==> config.mk <==
export PLATFORM = sky130hd
export DESIGN_NAME = ring_osc_freq_meter
export DESIGN_NICKNAME = d
export VERILOG_FILES = /design/src/rtl/ring_osc_freq_meter_pkg.sv /design/src/rtl/sync_rise_detect.sv /design/src/rtl/ring_osc_freq_meter.sv
export SDC_FILE = /design/constraint.sdc
export NUM_CORES = 1
export LEC_CHECK = 0
export CAP_MARGIN = 40
export CORE_MARGIN = 3
export CORE_UTILIZATION = 45
export DETAILED_ROUTE_END_ITERATION = 10
export PLACE_DENSITY = 0.67
export SYNTH_ARGS = -nofsm -noshare
export SYNTH_HDL_FRONTEND = slang
export SYNTH_SLANG_ARGS = --single-unit
==> constraint.sdc <==
create_clock -name clk -period 5.4 [get_ports clk]
set_input_delay 1.08 -clock clk [delete_from_list [all_inputs] [get_ports clk]]
set_output_delay 1.08 -clock clk [all_outputs]
set_load 0.02 [all_outputs]
==> src/rtl/ring_osc_freq_meter_pkg.sv <==
// Shared definitions for the ring-oscillator frequency meter: default widths
// and the measurement FSM state encoding.
package ring_osc_freq_meter_pkg;

  localparam int unsigned DEF_GATE_W      = 16;
  localparam int unsigned DEF_CNT_W       = 16;
  localparam int unsigned DEF_SYNC_STAGES = 2;

  typedef enum logic [1:0] {
    IDLE  = 2'd0,
    COUNT = 2'd1,
    HOLD  = 2'd2
  } state_e;

endpackage

==> src/rtl/sync_rise_detect.sv <==
// Brings an asynchronous signal into the clk domain and flags its rising edges.
// Ports:
//   clk, rst   system clock, synchronous active-high reset
//   async_in   asynchronous input
//   rise_c     one-cycle pulse per synchronised rising edge (combinational)
module sync_rise_detect #(
  parameter int unsigned SYNC_STAGES = 2
) (
  input  logic clk,
  input  logic rst,
  input  logic async_in,
  output logic rise_c
);

  logic [SYNC_STAGES-1:0] sync_q;
  logic                   prev_q;

  // Synchroniser chain followed by a single history flop for edge detection.
  always_ff @(posedge clk) begin
    if (rst) begin
      sync_q <= '0;
      prev_q <= 1'b0;
    end else begin
      sync_q <= {sync_q[SYNC_STAGES-2:0], async_in};
      prev_q <= sync_q[SYNC_STAGES-1];
    end
  end

  assign rise_c = sync_q[SYNC_STAGES-1] & ~prev_q;

endmodule

==> src/rtl/ring_osc_freq_meter.sv <==
// Counts rising edges of osc_in over a window of gate_len clk cycles and
// presents the count with a valid/ack handshake.
// Ports:
//   clk, rst      system clock, synchronous active-high reset
//   osc_in        asynchronous oscillator signal to measure
//   start         one-cycle measurement request (gate_len sampled with it)
//   gate_len      window length in clk cycles
//   busy          high while the window is open
//   result        edge count of the last completed window
//   overflow      count saturated during the last window
//   result_valid  result/overflow valid until result_ack or a new start
//   result_ack    consumer acknowledge
module ring_osc_freq_meter
  import ring_osc_freq_meter_pkg::*;
#(
  parameter int unsigned GATE_W      = DEF_GATE_W,
  parameter int unsigned CNT_W       = DEF_CNT_W,
  parameter int unsigned SYNC_STAGES = DEF_SYNC_STAGES
) (
  input  logic              clk,
  input  logic              rst,
  input  logic              osc_in,
  input  logic              start,
  input  logic [GATE_W-1:0] gate_len,
  output logic              busy,
  output logic [CNT_W-1:0]  result,
  output logic              overflow,
  output logic              result_valid,
  input  logic              result_ack
);

  localparam logic [CNT_W-1:0] CNT_MAX = {CNT_W{1'b1}};

  state_e              state_q, state_nxt;
  logic [GATE_W-1:0]   timer_q, timer_nxt;
  logic [CNT_W-1:0]    cnt_q, cnt_nxt, cnt_inc;
  logic                sat_q, sat_nxt, sat_inc;
  logic [CNT_W-1:0]    result_nxt;
  logic                overflow_nxt;
  logic                valid_nxt;
  logic                busy_nxt;
  logic                rise_c;

  sync_rise_detect #(
    .SYNC_STAGES (SYNC_STAGES)
  ) u_sync_rise_detect (
    .clk      (clk),
    .rst      (rst),
    .async_in (osc_in),
    .rise_c   (rise_c)
  );

  // State and datapath registers.
  always_ff @(posedge clk) begin
    if (rst) begin
      state_q      <= IDLE;
      timer_q      <= '0;
      cnt_q        <= '0;
      sat_q        <= 1'b0;
      result       <= '0;
      overflow     <= 1'b0;
      result_valid <= 1'b0;
      busy         <= 1'b0;
    end else begin
      state_q      <= state_nxt;
      timer_q      <= timer_nxt;
      cnt_q        <= cnt_nxt;
      sat_q        <= sat_nxt;
      result       <= result_nxt;
      overflow     <= overflow_nxt;
      result_valid <= valid_nxt;
      busy         <= busy_nxt;
    end
  end

  // Next-state, window timer, saturating counter and result capture.
  always_comb begin
    state_nxt    = state_q;
    timer_nxt    = timer_q;
    cnt_nxt      = cnt_q;
    sat_nxt      = sat_q;
    result_nxt   = result;
    overflow_nxt = overflow;
    valid_nxt    = result_valid;
    cnt_inc      = cnt_q;
    sat_inc      = sat_q;

    // Counter value including this cycle's edge; sticks at max and flags it.
    if (rise_c) begin
      if (cnt_q == CNT_MAX) begin
        sat_inc = 1'b1;
      end else begin
        cnt_inc = cnt_q + CNT_W'(1);
      end
    end

    case (state_q)
      IDLE, HOLD: begin
        // start takes priority over result_ack when both arrive in HOLD.
        if (start) begin
          if (gate_len != '0) begin
            state_nxt = COUNT;
            timer_nxt = gate_len;
            cnt_nxt   = '0;
            sat_nxt   = 1'b0;
            valid_nxt = 1'b0;
          end else begin
            state_nxt    = HOLD;
            result_nxt   = '0;
            overflow_nxt = 1'b0;
            valid_nxt    = 1'b1;
          end
        end else if (state_q == HOLD && result_ack) begin
          state_nxt = IDLE;
          valid_nxt = 1'b0;
        end
      end
      COUNT: begin
        cnt_nxt   = cnt_inc;
        sat_nxt   = sat_inc;
        timer_nxt = timer_q - GATE_W'(1);
        // Last window cycle: its edge is folded straight into the result.
        if (timer_q == GATE_W'(1)) begin
          state_nxt    = HOLD;
          result_nxt   = cnt_inc;
          overflow_nxt = sat_inc;
          valid_nxt    = 1'b1;
        end
      end
      default: begin
        state_nxt = IDLE;
      end
    endcase

    busy_nxt = (state_nxt == COUNT);
  end

endmodule

# Word level (Yosys, flattened, before mapping)
# Cells that the tools add are included.
# Widths: inputs -> output; s select.
# word_totals
output_inout_bits	19
input_bits	21
ff_bits	57
wordCells	63
# op_classes
addsub	2
n_mux	31
bitwise_logic	2
reduce_logical	8
eq_ne	10
# ops
cell	count
$mux 16	9
$pmux 16 s2	3
$add 16x1->16 const B	1
$eq 16x1->1 const B	1
$eq 16x16->1 const B	1
$reduce_bool 16->1	1
$sub 16x1->16 const B	1
$mux 1	11
$mux 2	4
$ne 2x2->1 const B	4
$pmux 1 s2	3
$reduce_and 3->1	2
$eq 2x1->1 const B	2
$pmux 2 s2	1
$reduce_and 4->1	1
$ne 3x3->1 const B	1
$eq 2x2->1 const B	1
$logic_not 2->1	1
$reduce_bool 2->1	1
$reduce_or 2->1	1
$and 1x1->1	1
$logic_and 1x1->1	1
$not 1->1	1

# Logic depth before layout (Yosys ltp)
# logic_depth
ltp_word	6
ltp_mapped	7
ltp_nobuf	7

# By module
# A second synthesis with hierarchy kept.
# hier_totals
hier_cells	362
area_unflattened_um2	2944.1
# modules_own_cells
mod	seq_area_each_um2	cells_each	area_each_um2	n_inst
ring_osc_freq_meter	1081.0	355	2856.5	1
sync_rise_detect	60.1	7	87.6	1

# Worst setup path before layout
# Ideal clock, no wire load.
# synth_timing
path_type	input-to-reg
startpoint	input gate_len[11]
endpoint	register cnt_q[9]
t_required_ns	5.330
arrival_ns	2.403
n_path_buf	1
cell_stages	6
slack_ns	2.926
setup_time_ns	0.070
cell_sequence	nor4_1 a41oi_1 nor2_1 clkbuf_1 o21ai_0 a21oi_1
# synth_between
elab_chain_len	3
# synth_lines
element	line_no	text
start, declared	ring_osc_freq_meter.sv:24	input logic [GATE_W-1:0] gate_len,
$reduce_bool 16->1	ring_osc_freq_meter.sv:101	if (gate_len != '0) begin
$ne 2x2->1 (no source line)	n/a	
$reduce_and 3->1 (no source line)	n/a	
end signal, assigned	ring_osc_freq_meter.sv:67	cnt_q <= cnt_nxt;
end, declared	ring_osc_freq_meter.sv:36	logic [CNT_W-1:0] cnt_q, cnt_nxt, cnt_inc;
# Every way passes these cells.
# A chain may end at the register's enable or synchronous reset.

# Worst setup path after layout
# layout_timing
startpoint	input gate_len[11]
endpoint	register timer_q[3]
# layout_between
elab_chain_len	3
# layout_lines
element	line_no	text
$reduce_bool 16->1	ring_osc_freq_meter.sv:101	
$ne 2x2->1 (no source line)	n/a	
$reduce_and 3->1 (no source line)	n/a	
end signal, assigned	ring_osc_freq_meter.sv:66	timer_q <= timer_nxt;
end, declared	ring_osc_freq_meter.sv:35	logic [GATE_W-1:0] timer_q, timer_nxt;
# Every way passes these cells.

==> reports/metrics.yaml <==
r2r_start: "timer_q[11]"
yosys_warnings: 0
tightest_slew_ps: 936
synthFlopType: "dfxtp_1"
avgRoutedWirePerCell_microns: 17.6
fmax_mhz: 324
layout-drive-gt1-share: 0.0801
synth_edf_count: 0
path_cells: "clkdlybuf4s50_1 > nor4_1 > nand4_1 > nand2b_1 > nor2_1 > a2111oi_0"
crit_path_end_kind: "flip-flop"
clkLatencyLatePin_ps: 340
synth_cell_types: 61
ios: 40
finalPower_mw: 0.954
post_cts_buffers: 0
row_count: 29
status: "complete, no violations"
yosysSeqAreaShare: 0.371
rsz0062_at_grt: "no"
synth_seq_cells: 57
drv_cap: 0
antenna_found_initial: 0
firstDrtPassIters: 5
synth.avg_cell_area_sq_um: 8.12
drt-initial-drc-count: 336
crit_type: "in -> reg"
ant_nets: 0
p_per_area_mw_per_mm2: 262
r2r_end: "result[5]"
ir_drop_mv: 0.196
async_flop_share: 0
yosysTopAreaCellShare: 0.371
netlist_top_cells_area: "dfxtp_1 37%, a21oi_1 7.0%, nand3_1 3.9%, nor2_1 3.7%, nand4_1 3.3%"
port_buffers: 39
p_leak_nw: 1.17
drc: 0
antenna_cells: 0
die_w_microns: 88.7
holdWs_ps: 438
cts_buffers: 9
clkTransAtPathRegs_ps: 60
core_sq_mm: 0.00649
max_stage_delay_ps: 540
cts_sinks: 57
cts_resized: 0
htree_levels: 3
grt.overflow.total: 0
clock_skew_ps: 9.23
fin_crit_sh: 0.572
clk_path_buf_depth: 2
cp.arrival_ps: 3290
grt_max_degree: 43
num_vias: 3150
layout_commonest_cell: "dfxtp_1"
die_h_microns: 88.7
r2r_cells: 5
grt.total_usage: 0.230
hold_buffers: 0
syn_nets: 403
grt_pass1_wl_microns: 13900
dieArea_sq_mm: 0.00787
layout_common_cells: "57 x dfxtp_1, 43 x a21oi_1, 38 x clkdlybuf4s50_1, 30 x nor2_1, 24 x nand3_1"
worstSetupEndpoint: "timer_q[3]"
synthCells: 379
finalNetCount: 432
setup_viol: 0
cp.required_ps: 5600
cp_max_fo: 14
drv_slew: 0
synth_top_cell_by_area: "dfxtp_1"
cts_tree: "yes"
place.gp.congestion: 0.923
viasPerCell: 6.44
rrSetupSlack_ps: 2670
netlist_area_sq_mm: 0.00308
startpoint: "gate_len[11]"
cts_root_buf: "clkbuf_8"
slowest_stage: "nand2b_1"
detailed_place_hpwl_microns: 6040
max_slew_margin: 0.367
setup_tns_ps: 0
grt_pass1_vias: 2755
hold_class: "reg -> reg"
finalHoldViolCount: 0
cp-start-kind: "input port"
syn_to_final_growth_pct: 18.4
wl_microns: 8630
fin_crit_ps: 3090
start_util: 0.474
==> area by class of cell <==
| cell class | count | area [sq um] |
|---|---|---|
| Sequential cell | 57 | 1140 |
| Inverter | 7 | 26.3 |
| Timing Repair Buffer | 45 | 443 |
| Multi-Input combinational cell | 288 | 1760 |
| Fill cell | 597 | 2850 |
| Clock buffer | 13 | 169 |
| Tap cell | 77 | 96.3 |
| Clock inverter | 2 | 12.5 |
==> worst min path at each step <==
| stage | from | to | slack [ps] | depth (start not counted) |
|---|---|---|---|---|
| after global placement | u_sync_rise_detect.sync_q[0] | u_sync_rise_detect.sync_q[1] | 420 | 1 |
| after CTS | u_sync_rise_detect.sync_q[0] | u_sync_rise_detect.sync_q[1] | 450 | 1 |
| after global routing | u_sync_rise_detect.sync_q[0] | u_sync_rise_detect.sync_q[1] | 460 | 1 |
| final | u_sync_rise_detect.sync_q[0] | u_sync_rise_detect.sync_q[1] | 440 | 1 |
| after detailed placement | u_sync_rise_detect.sync_q[0] | u_sync_rise_detect.sync_q[1] | 430 | 1 |
| after floorplan | u_sync_rise_detect.sync_q[0] | u_sync_rise_detect.sync_q[1] | 410 | 1 |
==> stage by stage <==
step | cells | utilization | instance area [sq um] | setup slack [ps]
floorplan | 379 | - | 3080 | 2930
global placement | 471 | 0.528 | 3430 | 1890
detailed placement | 474 | 0.533 | 3460 | 2030
CTS | 489 | 0.561 | 3640 | 2380
global route | 489 | 0.561 | 3640 | 2060
finish | 489 | 0.561 | 3640 | 2310
==> sequential cells by signal, indices dropped and copies added, names as in the netlist <==
signal,count
sat_q,1
timer_q,16
result_valid,1
busy,1
u_sync_rise_detect.prev_q,1
overflow,1
state_q,2
cnt_q,16
result,16
u_sync_rise_detect.sync_q,2
==> worst max-delay path: cells and delay by family <==
kind	cells	cell delay (ps)
compound gates	1	350
buf+inv	1	430
simple gates	4	1430
==> synthesized netlist by cell type, types with 2 or more instances <==
master and count:
a2111oi_0 2, a21boi_0 3, a21oi_1 43, a221oi_1 2, a22oi_1 5, a31oi_1 13
a32oi_1 3, a41oi_1 2, and2_1 3, and3_1 2, and4_1 7, buf_2 2
clkbuf_1 18, clkbuf_8 4, dfxtp_1 57, ha_1 3, inv_1 6, mux2i_1 2
nand2_1 21, nand2b_1 4, nand3_1 24, nand3b_1 2, nand4_1 16, nand4b_1 4
nor2_1 30, nor2b_1 9, nor3_1 7, nor4_1 14, nor4b_1 2, o211ai_1 3
o21ai_0 19, o311ai_0 5, o31ai_1 2, o32ai_1 3, o41ai_1 2, or2_2 2
or3_1 3, or4_1 7
==> report_power, final <==
group	internal (mW)	switching [mW]
logic	0.0519	0.0857
clock network	0.201	0.165
registers	0.436	0.0142
==> per-layer routing <==
| metal | GRT usage | wire, microns | share of wire | vias up |
|---|---|---|---|---|
| met5 | 0 | 0 | 0 | - |
| met4 | 0.0893 | 115 | 0.013 | 0 |
| met3 | 0.0512 | 721 | 0.084 | 11 |
| met2 | 0.315 | 3700 | 0.43 | 146 |
| met1 | 0.344 | 4090 | 0.47 | 1459 |
| li1 | - | - | - | 1534 |
==> kinds of logic (layout without fill, tap and decap cells) <==
logic type                 Yosys count  in the layout  synth area share
buffers and inverters               34             67            0.0589
adders and majority gates            3              3            0.0122
DFF                                 57             57             0.371
AOI/OAI and AO/OA                  116            116             0.240
and+or+nand+nor                    165            165             0.305
xor gates and xnor gates             1              1           0.00285
muxes                                3              3            0.0102
Note: power is estimated with default switching activity, not from simulation.
==> variant: new RTL, config.mk and constraints unchanged <==
Register the output `overflow` once more, without a reset; this adds one clock of latency there. The other outputs are not delayed to match.
--- a/src/rtl/ring_osc_freq_meter.sv
+++ b/src/rtl/ring_osc_freq_meter.sv
@@ -31,6 +31,8 @@
 
   localparam logic [CNT_W-1:0] CNT_MAX = {CNT_W{1'b1}};
 
+  logic overflow_s0;
+
   state_e              state_q, state_nxt;
   logic [GATE_W-1:0]   timer_q, timer_nxt;
   logic [CNT_W-1:0]    cnt_q, cnt_nxt, cnt_inc;
@@ -58,7 +60,7 @@
       cnt_q        <= '0;
       sat_q        <= 1'b0;
       result       <= '0;
-      overflow     <= 1'b0;
+      overflow_s0  <= 1'b0;
       result_valid <= 1'b0;
       busy         <= 1'b0;
     end else begin
@@ -67,7 +69,7 @@
       cnt_q        <= cnt_nxt;
       sat_q        <= sat_nxt;
       result       <= result_nxt;
-      overflow     <= overflow_nxt;
+      overflow_s0  <= overflow_nxt;
       result_valid <= valid_nxt;
       busy         <= busy_nxt;
     end
@@ -80,7 +82,7 @@
     cnt_nxt      = cnt_q;
     sat_nxt      = sat_q;
     result_nxt   = result;
-    overflow_nxt = overflow;
+    overflow_nxt = overflow_s0;
     valid_nxt    = result_valid;
     cnt_inc      = cnt_q;
     sat_inc      = sat_q;
@@ -135,5 +137,9 @@
     busy_nxt = (state_nxt == COUNT);
   end
 
+  always_ff @(posedge clk) begin
+    overflow <= overflow_s0;
+  end
+
 endmodule
 
Check against the original RTL: same outputs for any inputs over 10 cycles, from zero or initial values and one cycle with rst high; that may be too few to reach the edited logic, so the function may still have changed.
==> variant against the original RTL <==
- wire length is 14% lower
- cell area is 1.8% higher
- maximum frequency is 8.5% lower
- sequential cell count is 1 higher
- total power is 15% higher
- setup slack worse by 290 ps
- core utilization is 1.6 points higher
- synthesized area is 2.2% lower
- clock power is 39% higher
- global-route usage is 2.0 points lower
- highest routed layer unchanged
==> variant: results (changes against the original RTL) <==
status: "finished clean"  # unchanged
pre_cts_slack_ps: 1670  # was 2030 ps
p_int_mw: 0.830  # was 0.688 mW
wl_met2_um: 3240  # was 3700 um
synth_nets: 378  # was 403
vias: 2792  # was 3150
final.fill_count: 570  # was 597
grt_usage_pct: 21.0  # was 23.0%
worstPathArrival_ps: 3600  # was 3290 ps
hpwl_um: 5200  # was 6040 um
synth_seq_area_share_pct: 38.6  # was 37.1%
grt_pass1_vias: 2599  # was 2755
synthTopCellsByCount: "dfxtp_1 (58), a21oi_1 (34), nand2_1 (33)"  # was dfxtp_1 (57), a21oi_1 (43), nor2_1 (30)
wl_um: 7460  # was 8630 um
multiInputGateArea_um2: 1750  # was 1760 um^2
routabilityCongestion: 0.849  # was 0.923
use_met3_pct: 4.52  # was 5.12%
avgSynthCellArea_um2: 8.50  # was 8.12 um^2
dr.pass1.iters: 4  # was 5
irDropWorstVdd_uv: 180  # was 196 uV
slowest_stage: "o41a_1"  # was nand2b_1
grt_max_degree: 40  # was 43
crit_path_max_incr_delay_ps: 660  # was 540 ps
cp_max_fo: 17  # was 14
leakagePower_nw: 1.22  # was 1.17 nW
met2_usage_pct: 29.7  # was 31.5%
synth_compound_area_share_pct: 23.9  # was 24.0%
-- variant: area by class of cell --
type / count / area share, %
clock buffers: 11 / 4.08
well taps: 77 / 2.60
clock inverters: 5 / 2.70
flip-flops and latches: 58 / 31.3
inverters: 3 / 0.304
multi-input cells: 272 / 47.1
repair buffers: 43 / 11.8
-- variant: power by group through the flow --
| stage | combinational [mW] | clock [mW] | sequential (mW) |
|---|---|---|---|
| after floorplan | 0.0874 | 0 | 0.464 |
| after global placement | 0.129 | 0 | 0.465 |
| after detailed placement | 0.134 | 0 | 0.465 |
| after CTS | 0.135 | 0.515 | 0.456 |
| after global routing | 0.151 | 0.538 | 0.458 |
| final | 0.136 | 0.507 | 0.456 |
-- variant: path summary, 6_finish.rpt --
check         startpoint          to  slack [ps]  depth (start not counted)
min          overflow_s0    overflow         360                          0
min reg2reg  overflow_s0    overflow         360                          0
max reg2reg   timer_q[5]   result[2]        3030                          5
max          gate_len[8]  timer_q[2]        2030                          6
